--- src/rtl/riscv_pkg.sv ---
// Shared types for the instruction fetch slice: the prefetch buffer entry and the fetch FSM states.
package riscv_pkg;

   localparam int XLEN = 32;

   typedef struct packed {
      logic [XLEN-1:0] pc;
      logic [XLEN-1:0] instr;
      logic            err;
   } fetch_entry_t;

   typedef enum logic {
      FS_RUN,
      FS_HALT
   } fetch_state_e;

   function automatic logic [XLEN-1:0] word_align(input logic [XLEN-1:0] addr);
      return {addr[XLEN-1:2], 2'b00};
   endfunction

endpackage

--- src/rtl/riscv_sync_fifo.sv ---
// Synchronous FIFO with registered storage and a flush that empties it in one cycle.
module riscv_sync_fifo #(
   parameter type T     = logic,
   parameter int  DEPTH = 4
) (
   input  logic                     clk,
   input  logic                     rstf,
   input  logic                     flush,
   input  logic                     push,
   input  T                         push_data,
   input  logic                     pop,
   output logic                     full,
   output logic                     empty,
   output logic [$clog2(DEPTH):0]   count,
   output T                         head
);

   localparam int AW = $clog2(DEPTH);
   localparam int CW = AW + 1;

   logic [AW-1:0] wr_ptr_q, wr_ptr_d;
   logic [AW-1:0] rd_ptr_q, rd_ptr_d;
   logic [CW-1:0] count_q, count_d;
   T              mem_q [DEPTH];

   // NOTE: every signal gets its default before any branch, so no path can infer a latch.
   always_comb begin
      wr_ptr_d = wr_ptr_q;
      rd_ptr_d = rd_ptr_q;
      count_d  = count_q;
      if (flush) begin
         wr_ptr_d = '0;
         rd_ptr_d = '0;
         count_d  = '0;
      end else begin
         if (push) wr_ptr_d = wr_ptr_q + AW'(1);
         if (pop)  rd_ptr_d = rd_ptr_q + AW'(1);
         count_d = count_q + CW'(push) - CW'(pop);
      end
   end

   // NOTE: state registers use non-blocking assignments so every flop samples pre-edge values.
   always_ff @(posedge clk) begin
      if (!rstf) begin
         wr_ptr_q <= '0;
         rd_ptr_q <= '0;
         count_q  <= '0;
      end else begin
         wr_ptr_q <= wr_ptr_d;
         rd_ptr_q <= rd_ptr_d;
         count_q  <= count_d;
      end
   end

   // NOTE: storage is deliberately not reset; the pointers and count alone define which slots are live.
   always_ff @(posedge clk) begin
      if (push && !flush) mem_q[wr_ptr_q] <= push_data;
   end

   assign full  = (count_q == CW'(DEPTH));
   assign empty = (count_q == '0);
   assign count = count_q;
   assign head  = mem_q[rd_ptr_q];

endmodule

--- src/rtl/riscv_fetch.sv ---
// Instruction fetch stage: credit-limited sequential iBus requests, in-order response buffering,
// and redirect handling that flushes the buffer and drops stale in-flight responses.
module riscv_fetch
   import riscv_pkg::*;
#(
   parameter logic [31:0] RESET_PC = 32'h0000_0000,
   parameter int          DEPTH    = 4
) (
   input  logic        clk,
   input  logic        rstf,
   input  logic        redirect_valid,
   input  logic [31:0] redirect_pc,
   output logic        iBus_cmd_valid,
   input  logic        iBus_cmd_ready,
   output logic [31:0] iBus_cmd_payload_pc,
   input  logic        iBus_rsp_ready,
   input  logic        iBus_rsp_err,
   input  logic [31:0] iBus_rsp_instr,
   output logic        instr_valid,
   input  logic        instr_ready,
   output logic [31:0] instr_pc,
   output logic [31:0] instr_data,
   output logic        instr_err
);

   localparam int CW = $clog2(DEPTH) + 1;

   logic [31:0]  fetch_pc_q, fetch_pc_d;
   logic [31:0]  resp_pc_q, resp_pc_d;
   logic [CW-1:0] outstanding_q, outstanding_d;
   logic [CW-1:0] discard_q, discard_d;
   fetch_state_e state_q, state_d;

   logic          fifo_flush, fifo_push, fifo_pop, fifo_full, fifo_empty;
   logic [CW-1:0] fifo_count;
   fetch_entry_t  fifo_head, push_entry;
   logic [CW:0]   in_use;
   logic          issue_allowed, cmd_fire;

   // Buffered entries plus in-flight requests never exceed DEPTH, so a response always has a slot.
   assign in_use        = {1'b0, fifo_count} + {1'b0, outstanding_q};
   assign issue_allowed = (state_q == FS_RUN) && (in_use < (CW+1)'(DEPTH));
   assign iBus_cmd_valid      = rstf && issue_allowed && !redirect_valid;
   assign iBus_cmd_payload_pc = fetch_pc_q;
   assign cmd_fire            = iBus_cmd_valid && iBus_cmd_ready;

   assign push_entry = '{pc: resp_pc_q, instr: iBus_rsp_instr, err: iBus_rsp_err};

   always_comb begin
      fetch_pc_d    = fetch_pc_q;
      resp_pc_d     = resp_pc_q;
      state_d       = state_q;
      discard_d     = discard_q;
      outstanding_d = outstanding_q + CW'(cmd_fire) - CW'(iBus_rsp_ready);
      fifo_flush    = 1'b0;
      fifo_push     = 1'b0;
      fifo_pop      = 1'b0;
      if (redirect_valid) begin
         // Everything still on the bus after this cycle belongs to the old path.
         fifo_flush = 1'b1;
         fetch_pc_d = word_align(redirect_pc);
         resp_pc_d  = word_align(redirect_pc);
         state_d    = FS_RUN;
         discard_d  = outstanding_d;
      end else begin
         fifo_pop = instr_valid && instr_ready;
         if (cmd_fire) fetch_pc_d = fetch_pc_q + 32'd4;
         if (iBus_rsp_ready) begin
            if (discard_q != '0) begin
               discard_d = discard_q - CW'(1);
            end else begin
               fifo_push = !fifo_full;
               resp_pc_d = resp_pc_q + 32'd4;
               if (iBus_rsp_err) state_d = FS_HALT;
            end
         end
      end
   end

   always_ff @(posedge clk) begin
      if (!rstf) begin
         fetch_pc_q    <= RESET_PC;
         resp_pc_q     <= RESET_PC;
         outstanding_q <= '0;
         discard_q     <= '0;
         state_q       <= FS_RUN;
      end else begin
         fetch_pc_q    <= fetch_pc_d;
         resp_pc_q     <= resp_pc_d;
         outstanding_q <= outstanding_d;
         discard_q     <= discard_d;
         state_q       <= state_d;
      end
   end

   riscv_sync_fifo #(
      .T     (fetch_entry_t),
      .DEPTH (DEPTH)
   ) u_fifo (
      .clk       (clk),
      .rstf      (rstf),
      .flush     (fifo_flush),
      .push      (fifo_push),
      .push_data (push_entry),
      .pop       (fifo_pop),
      .full      (fifo_full),
      .empty     (fifo_empty),
      .count     (fifo_count),
      .head      (fifo_head)
   );

   // Outputs are forced to zero when empty so unwritten storage never leaks to decode.
   assign instr_valid = !fifo_empty;
   assign instr_pc    = instr_valid ? fifo_head.pc    : '0;
   assign instr_data  = instr_valid ? fifo_head.instr : '0;
   assign instr_err   = instr_valid && fifo_head.err;

endmodule

--- config.mk ---
export PLATFORM = sky130hd
export DESIGN_NAME = riscv_fetch
export DESIGN_NICKNAME = d
export VERILOG_FILES = /design/src/rtl/riscv_pkg.sv /design/src/rtl/riscv_sync_fifo.sv /design/src/rtl/riscv_fetch.sv
export SDC_FILE = /design/constraint.sdc
export NUM_CORES = 1
export LEC_CHECK = 0
export BUFFER_PORTS_ARGS = -buffer_cell sky130_fd_sc_hd__buf_4
export CORE_UTILIZATION = 54
export CTS_BUF_LIST = sky130_fd_sc_hd__clkbuf_4 sky130_fd_sc_hd__clkbuf_8
export DETAILED_ROUTE_END_ITERATION = 6
export HOLD_SLACK_MARGIN = 0.08
export PLACE_DENSITY = 0.89
export SETUP_SLACK_MARGIN = 0.3
export SLEW_MARGIN = 0
export SYNTH_ARGS = -nofsm -noshare
export SYNTH_HDL_FRONTEND = slang
export SYNTH_HIERARCHICAL = 1
export SYNTH_SLANG_ARGS = --single-unit
export TNS_END_PERCENT = 20
--- constraint.sdc ---
create_clock -name clk -period 3.3 [get_ports clk]
set_input_delay 0.495 -clock clk [delete_from_list [all_inputs] [get_ports clk]]
set_output_delay 0.495 -clock clk [all_outputs]
set_load 0.02 [all_outputs]
Word level (Yosys, flattened, before mapping)
Memories as Yosys holds them, arrays and structs flattened. A register that Yosys moved wholly into a read port is not among the register bits.
Index checks and enable logic that the tools add are counted.
- reduce and logical (&&, ||, !) cells: 22
- multiplexer cells: 19
- bitwise gates (word level): 3
- $add $sub $neg: 10
- magnitude comparators: 1
- equality and inequality tests: 2
- operators by type and width (operator ; number):
    $mux 32 ; 7
    $add 32x3->32 const B ; 2
    $mux 3 ; 3
    $logic_and 1x1->1 ; 7
    $mux 1 ; 7
    $add 3x1->3 ; 2
    $reduce_and 2->1 ; 3
    $reduce_bool 2->1 ; 3
    $sub 3x1->3 ; 2
    $add 2x1->2 const B ; 2
    $add 3x3->4 ; 1
    $logic_not 1->1 ; 4
    $lt 4x3->1 const B ; 1
    $mux 2 ; 2
    $reduce_or 2->1 ; 2
    $eq 3x3->1 const B ; 1
    $logic_not 3->1 ; 1
    $not 1->1 ; 3
    $reduce_and 3->1 ; 1
    $reduce_bool 3->1 ; 1
    $sub 3x1->3 const B ; 1
    $ne 2x2->1 const B ; 1
- bits in registers: 78
- output and inout bits: 99
- memories kept: 1
- RAM bits: 260
- input port bits: 71
- memories (memory ; words ; bits a word ; rd ports ; clocked after memory_dff ; write ports ; RTL line ; source):
    u_fifo.mem_q ; 4 ; 65 ; 1 ; 1 ; 1 ; riscv_sync_fifo.sv:24 ; T mem_q [DEPTH];

Longest topological paths before layout
Gate-level depths: netlist (run 1).
- depth after elaboration: 9
- mapped depth: 13
- mapped depth without buffers: 12

Cells and area by module
Netlist (run 1), hierarchy kept.
- modules (own cells, without submodules) (module ; cells each ; sequential area each (µm²) ; area each (µm²) ; times used):
    riscv_sync_fifo ; 386 ; 7987.7 ; 9882.0 ; 1
    riscv_fetch ; 509 ; 1341.3 ; 4016.4 ; 1

Worst setup path after synthesis (run 1)
Ideal clock, no wire load.
- path type: input to register
- start: input redirect_valid
- end: memory u_fifo/mem_q[0][0] in the netlist's numbering (enable)
- data arrival time: 3105 ps
- library setup time: 430 ps
- cell stages on the path: 5
- setup slack: -236 ps
- path through: clkbuf_1 > clkbuf_1 > nor3_1 > nor2b_1 > and2_1
- elaborated cells on any way between the ends: 6
- classes of those cells: mux (4); reduce/logical (2)
- RTL lines (item ; RTL line ; source):
    start, declared ; riscv_fetch.sv:11 ; input logic redirect_valid,
    $mux 1 ; riscv_fetch.sv:58 ; if (redirect_valid) begin
    via fifo_push ; riscv_fetch.sv:34 ; logic fifo_flush, fifo_push, fifo_pop, fifo_full, fifo_empty;
    $logic_and 1x1->1 ; riscv_sync_fifo.sv:57 ; if (push && !flush) mem_q[wr_ptr_q] <= push_data;
    $mux 1 ; riscv_sync_fifo.sv:57 ;
    $mux 1 (not written as such) ; riscv_sync_fifo.sv:57 ;
    end, declared ; riscv_sync_fifo.sv:24 ;
The timed path passes the listed nets, and every way through them passes these cells.

==> out/results.ini, run 1 <==
[grt]
antenna_found_initial=0
grt_pass1_vias=8599
grt_pass1_wl_um=45300
overflow=0
grt_max_degree=84
grtUsageTotal=0.224

[timing]
hold_violations=0
final.setup.tns_ns=0
worst_slew_pin_slew_ns=0.782
drv_slew=0
fin_crit_sh=0.868
rsz0062_at_grt=no
skew_ns=0.0142
finalWorstSetupSlack_ns=0.435
slew_headroom=0.479
whs_ns=0.128
fmax_ghz=0.349
period_needed_ns=2.87
finalSetupViolCount=0

[floorplanning]
die_w_um=162
start_util=0.552
dieArea_um2=26400
coreArea_um2=25200
num_rows=58
num_io_pins=170
die_y_um=162

[yosys]
syn_area_um2=13900
synth-edff-count=260
synthCells=895
synth_warnings=6
synth.area.top_cells=edfxtp_1 56%, dfxtp_1 11%, mux4_2 11%
syn_avg_cell_area_um2=15.5
synthTopCellsByCount=260 x edfxtp_1, 76 x dfxtp_1, 67 x nor2b_1
synth.distinct_cells=55
synth_most_common_cell=edfxtp_1
ys_seq_area_frac=0.671
synthArstFlopShare=0
ys_ff_latch=336
synthFlopType=edfxtp_1
synth_top_area_frac=0.562
yosys.area.top_type=edfxtp_1

[clocking]
cts_tree=done
root_buffer=clkbuf_8
cts.sinks=336
clockBufferDepth=3
h-tree-depth=2
post-cts-setup-buffers=0
cts_made_buffers=51
cts_hold_buf=0
clock_latency_ns=0.57
clkTransAtPathRegs_ns=0.06

[run]
max-cap-violations=0

[drt]
routed_wl_um=28800
dr.first_iter.drc_count=614
firstDrtPassIters=5
avgRoutedWirePerCell_um=19.7
drc_errors=0
ant_nets=0
vias=8348
avgViaCountPerCell=5.72

[place]
gp_congestion=0.885
placed_area_um2=15500
portBuffers=165
dpl.hpwl_um=18100
dp_worst_setup_slack_ns=0.494

[layout]
nets=1177
num_antenna_cells=0
drive_gt1_frac=0.315
final_cell_area_um2=16600
fill_cells=1744
area_delta_synth_final_pct=19.4
utilization=0.659

[critical_path]
cp_slowest_cell=dfxtp_4
path_buf_inv=2
crit_path_start_kind=flop
critical_path_class=flop to output port
max_stage_delay_ns=0.58
crit_arrival_ns=2.37
cp_max_fo=26
crit_chain=buf_12, mux4_2, nor2b_1, buf_4
cp.required_ns=2.80
crit_family=flip-flops
worstSetupEndpointType=output port

[min_path]
hold_path.class=input port to flop

[pwr]
peakVddDrop_v=0.000398
p_per_area_nw_per_um2=554
leakagePower_nw=5.69

[run_status]
status=finished, final reports clean

-- final cells by class --
cell class | count | area, um^2 | share of cell area
flip-flops and latches | 336 | 9340 | 0.562
clock buffers | 77 | 922 | 0.0556
repair buffers | 179 | 1430 | 0.0862
well taps | 330 | 413 | 0.0249
clock inverters | 16 | 160 | 0.00965
multi-input cells | 499 | 4250 | 0.256
inverters | 23 | 86.3 | 0.00520
-- kinds of logic (layout without fill, tap and decap cells) --
logic type      count (synthesis)  in the layout  synth area share
mux                            70             70             0.109
simple gates                  240            240            0.0981
flops                         336            336             0.671
compound gates                112            112            0.0459
xor+xnor                       51             51            0.0332
buf+inv                        69            295            0.0266
fa+ha+maj                      16             16            0.0155
other cells                     1             10          0.000270
-- flip-flops by register name (all words and copies together) (netlist names), named ones only --
name / cells
u_fifo/rd_ptr_q: 2
u_fifo/mem_q: 260
resp_pc_q: 30
iBus_cmd_payload_pc: 30
u_fifo/count: 3
discard_q: 3
state_q: 1
outstanding_q: 3
u_fifo/wr_ptr_q: 2
-- metal layers --
layer,part of all wire,routed length [um],GRT usage,vias up
met3,0.074,2120,0.0433,56
met1,0.42,12000,0.304,4103
met5,0,0,0,-
li1,-,-,-,3818
met4,0.021,616,0.0682,0
met2,0.49,14000,0.368,371
-- layout by cell type (no fill, tap or decap), types with 10 or more instances in the layout --
cell / count
mux4_2: 65
o21ai_0: 32
ha_1: 14
conb_1: 10
nor3_1: 17
buf_4: 172
xnor2_1: 37
nand2_1: 33
and3_1: 11
inv_1: 22
edfxtp_1: 260
clkbuf_8: 55
nor2b_1: 67
a21oi_1: 53
dfxtp_1: 73
xor2_1: 13
nand3_1: 19
clkbuf_4: 22
nor4_1: 12
nor2_1: 24
nand4_1: 19
-- final timing paths --
path	depth (start not counted)	start	slack (ns)	end
max	4	flop	0.43	instr_data[10]
min	1	iBus_rsp_instr[21]	0.13	u_fifo/mem_q[2][22]
max reg2reg	12	outstanding_q[2]	0.51	discard_q[2]
min reg2reg	2	iBus_cmd_payload_pc[31]	0.53	iBus_cmd_payload_pc[31]
-- worst register-to-register path, cell delays in order, from the launching register on --
cell,delay [ns]
dfxtp_1,0.33
ha_1,0.31
nor4_2,0.25
and4_1,0.25
inv_1,0.06
ha_1,0.27
inv_1,0.04
ha_1,0.18
fa_1,0.41
xnor2_1,0.23
xnor2_1,0.19
mux2i_1,0.11
nor2_1,0.10
-- power by group --
part	total [mW]	internal (mW)	switching, mW
sequential	4.82	4.70	0.127
clock	3.55	2.03	1.53
combinational	0.817	0.362	0.455
total	9.19	7.08	2.11
-- what timing repair did --
action | CTS | global route
endpoints found under the hold margin | 0 | 0
endpoints found under the setup margin | 0 | 2
resized for setup | 0 | 2
-- per-stage QoR --
step                      cells  total power [mW]
final                      1460              9.19
after floorplan             904              5.37
after CTS                  1460              9.26
after global routing       1460              9.53
after global placement     1367              5.68
after detailed placement   1367              5.71
(Power assumes the default switching activity.)
==> run 2, diff against run 1 <==
--- a/config.mk
+++ b/config.mk
@@ -6,11 +6,12 @@
 export NUM_CORES = 1
 export LEC_CHECK = 0
 export BUFFER_PORTS_ARGS = -buffer_cell sky130_fd_sc_hd__buf_4
-export CORE_UTILIZATION = 54
+export CORE_MARGIN = 1.5
+export CORE_UTILIZATION = 46
 export CTS_BUF_LIST = sky130_fd_sc_hd__clkbuf_4 sky130_fd_sc_hd__clkbuf_8
 export DETAILED_ROUTE_END_ITERATION = 6
 export HOLD_SLACK_MARGIN = 0.08
-export PLACE_DENSITY = 0.89
+export PLACE_DENSITY = 0.79
 export SETUP_SLACK_MARGIN = 0.3
 export SLEW_MARGIN = 0
 export SYNTH_ARGS = -nofsm -noshare
==> run 2 against run 1 <==
- final area rose by 0.24%
- sequential cell count did not move
- clock power fell by 2%
==> out/results.ini, run 2 (synthesized netlist as in run 1, its figures left out) <==
[timing]
slew_headroom=0.481  ; +0.00258
finalSetupViolCount=0  ; unchanged
drv_slew=0  ; unchanged
hold_violations=0  ; unchanged
finalWorstSetupSlack_ns=0.496  ; +0.0613 ns
skew_ns=0.0261  ; +0.0119 ns
fin_crit_sh=0.850  ; -0.0186
fmax_ghz=0.357  ; +2.2%
period_needed_ns=2.80  ; -0.0613 ns
worst_slew_pin_slew_ns=0.778  ; -0.00387 ns
rsz0062_at_grt=yes

[grt]
antenna_found_initial=0  ; unchanged
grt_max_degree=84  ; unchanged
grtUsageTotal=0.189  ; -0.0348
overflow=0  ; unchanged
grt_pass1_wl_um=45500  ; +0.35%
grt_pass1_vias=8306  ; -3.4%

[layout]
largest_register=u_fifo/mem_q
num_antenna_cells=0  ; unchanged
largest_reg_flops=260  ; unchanged
area_delta_synth_final_pct=19.7
nets=1177  ; unchanged
multi_input_area_um2=4250  ; about the same
drive_gt1_frac=0.307  ; -0.00831
final_cell_mix=260 x edfxtp_1, 170 x buf_4, 74 x dfxtp_1, 67 x nor2b_1, 65 x mux4_2
seq_area_um2=9330  ; about the same
fill_cells=2332  ; +34%
final_common_cell=edfxtp_1
stdcell_count=1518  ; +4.0%
utilization=0.560  ; -0.0992

[floorplanning]
coreArea_um2=29700  ; +18%
num_io_pins=170  ; unchanged
die_y_um=177  ; +8.9%
num_rows=63  ; +8.6%
start_util=0.468  ; -0.0842
dieArea_um2=31300  ; +19%
die_w_um=177  ; +8.9%

[place]
gp_congestion=0.863  ; -2.5%
dp_worst_setup_slack_ns=0.501  ; +0.00671 ns
portBuffers=165  ; unchanged
placedCellCount=1426  ; +4.3%
dpl.hpwl_um=17900  ; -0.86%

[run]
max-cap-violations=0  ; unchanged

[clocking]
h-tree-depth=2  ; unchanged
cts.sinks=336  ; unchanged
clockBufferDepth=3  ; unchanged
cts_tree=done
clkTransAtPathRegs_ns=0.06  ; about the same
cts_hold_buf=0  ; unchanged
clock_latency_ns=0.57  ; about the same
root_buffer=clkbuf_8
cts_made_buffers=51  ; unchanged

[drt]
routed_wl_um=29500  ; +2.5%
dr.first_iter.drc_count=667  ; +8.6%
avgViaCountPerCell=5.50  ; -3.8%
drc_errors=0  ; unchanged
firstDrtPassIters=5  ; unchanged
avgRoutedWirePerCell_um=19.4  ; -1.4%
vias=8353  ; +0.060%
ant_nets=0  ; unchanged

[critical_path]
regToRegSetupSlack_ns=0.51  ; about the same
crit_arrival_ns=2.31  ; -0.06 ns
cp_max_fo=30  ; +15%
critical_path_class=flop to output port
cp.required_ns=2.80  ; about the same
crit_path_start_kind=flop
worstSetupEndpointType=output port

[min_path]
hold_path.class=input port to flop

[pwr]
power_mw=9.10  ; -0.95%
leakagePower_nw=5.67  ; -0.40%
p_per_area_nw_per_um2=547  ; -1.2%
peakVddDrop_v=0.000314  ; -21%

[run_status]
status=finished, final reports clean

run 2: cell types whose count changed in the layout (fill, tap and decap cells not counted), sizes merged:
cell and change:
inv -1, clkbuf -3, clkinvlp -1, clkinv +3
run 2: cell type report:
cell class	count	area share
multi-input combinational	499	0.255
inverter	23	0.00519
tap	390	0.0293
clock inverter	17	0.00910
timing repair buffer	179	0.0867
clock buffer	74	0.0533
sequential	336	0.561
run 2: power by group:
| group | internal, mW | switching, mW | leakage (nW) |
|---|---|---|---|
| Clock | 1.95 | 1.52 | 0.550 |
| Sequential | 4.70 | 0.124 | 2.99 |
| Combinational | 0.364 | 0.447 | 2.13 |
| Total | 7.01 | 2.09 | 5.67 |
run 2: routing by layer:
| layer | routed length, um | GRT usage | vias up | part of all wire |
|---|---|---|---|---|
| met5 | 0 | 0 | - | 0 |
| li1 | - | - | 3820 | - |
| met1 | 12400 | 0.267 | 4110 | 0.42 |
| met4 | 580 | 0.0597 | 0 | 0.020 |
| met2 | 13900 | 0.298 | 367 | 0.47 |
| met3 | 2630 | 0.0372 | 56 | 0.089 |
run 2: final timing paths:
path,depth (start not counted),start,endpoint
setup / recovery,4,flop,instr_data[10]
hold / removal,1,iBus_rsp_instr[27],u_fifo/mem_q[1][28]
setup reg to reg,12,u_fifo/count[2],discard_q[2]
hold reg to reg,0,resp_pc_q[11],u_fifo/mem_q[2][44]
run 2: per-stage QoR:
stage	hold slack (ns)	TNS, ns	area, um^2
6_report	0.135	0	16600
5_1_grt	0.108	0	16600
4_1_cts	0.0976	0	16600
3_5_place_dp	0.522	0	15600
3_3_place_gp	0.503	0	15600
2_1_floorplan	0.484	-45.88	13900
run 2: timing repair:
action	4_1_cts	5_1_grt
setup endpoints to repair	19	3
gates resized for setup	0	1
buffers inserted	1	0
run 2: critical path: stages, from the launching register on:
cell	delay, ns
dfxtp_4	0.52
buf_12	0.31
mux4_2	0.56
nor2b_1	0.16
buf_4	0.18
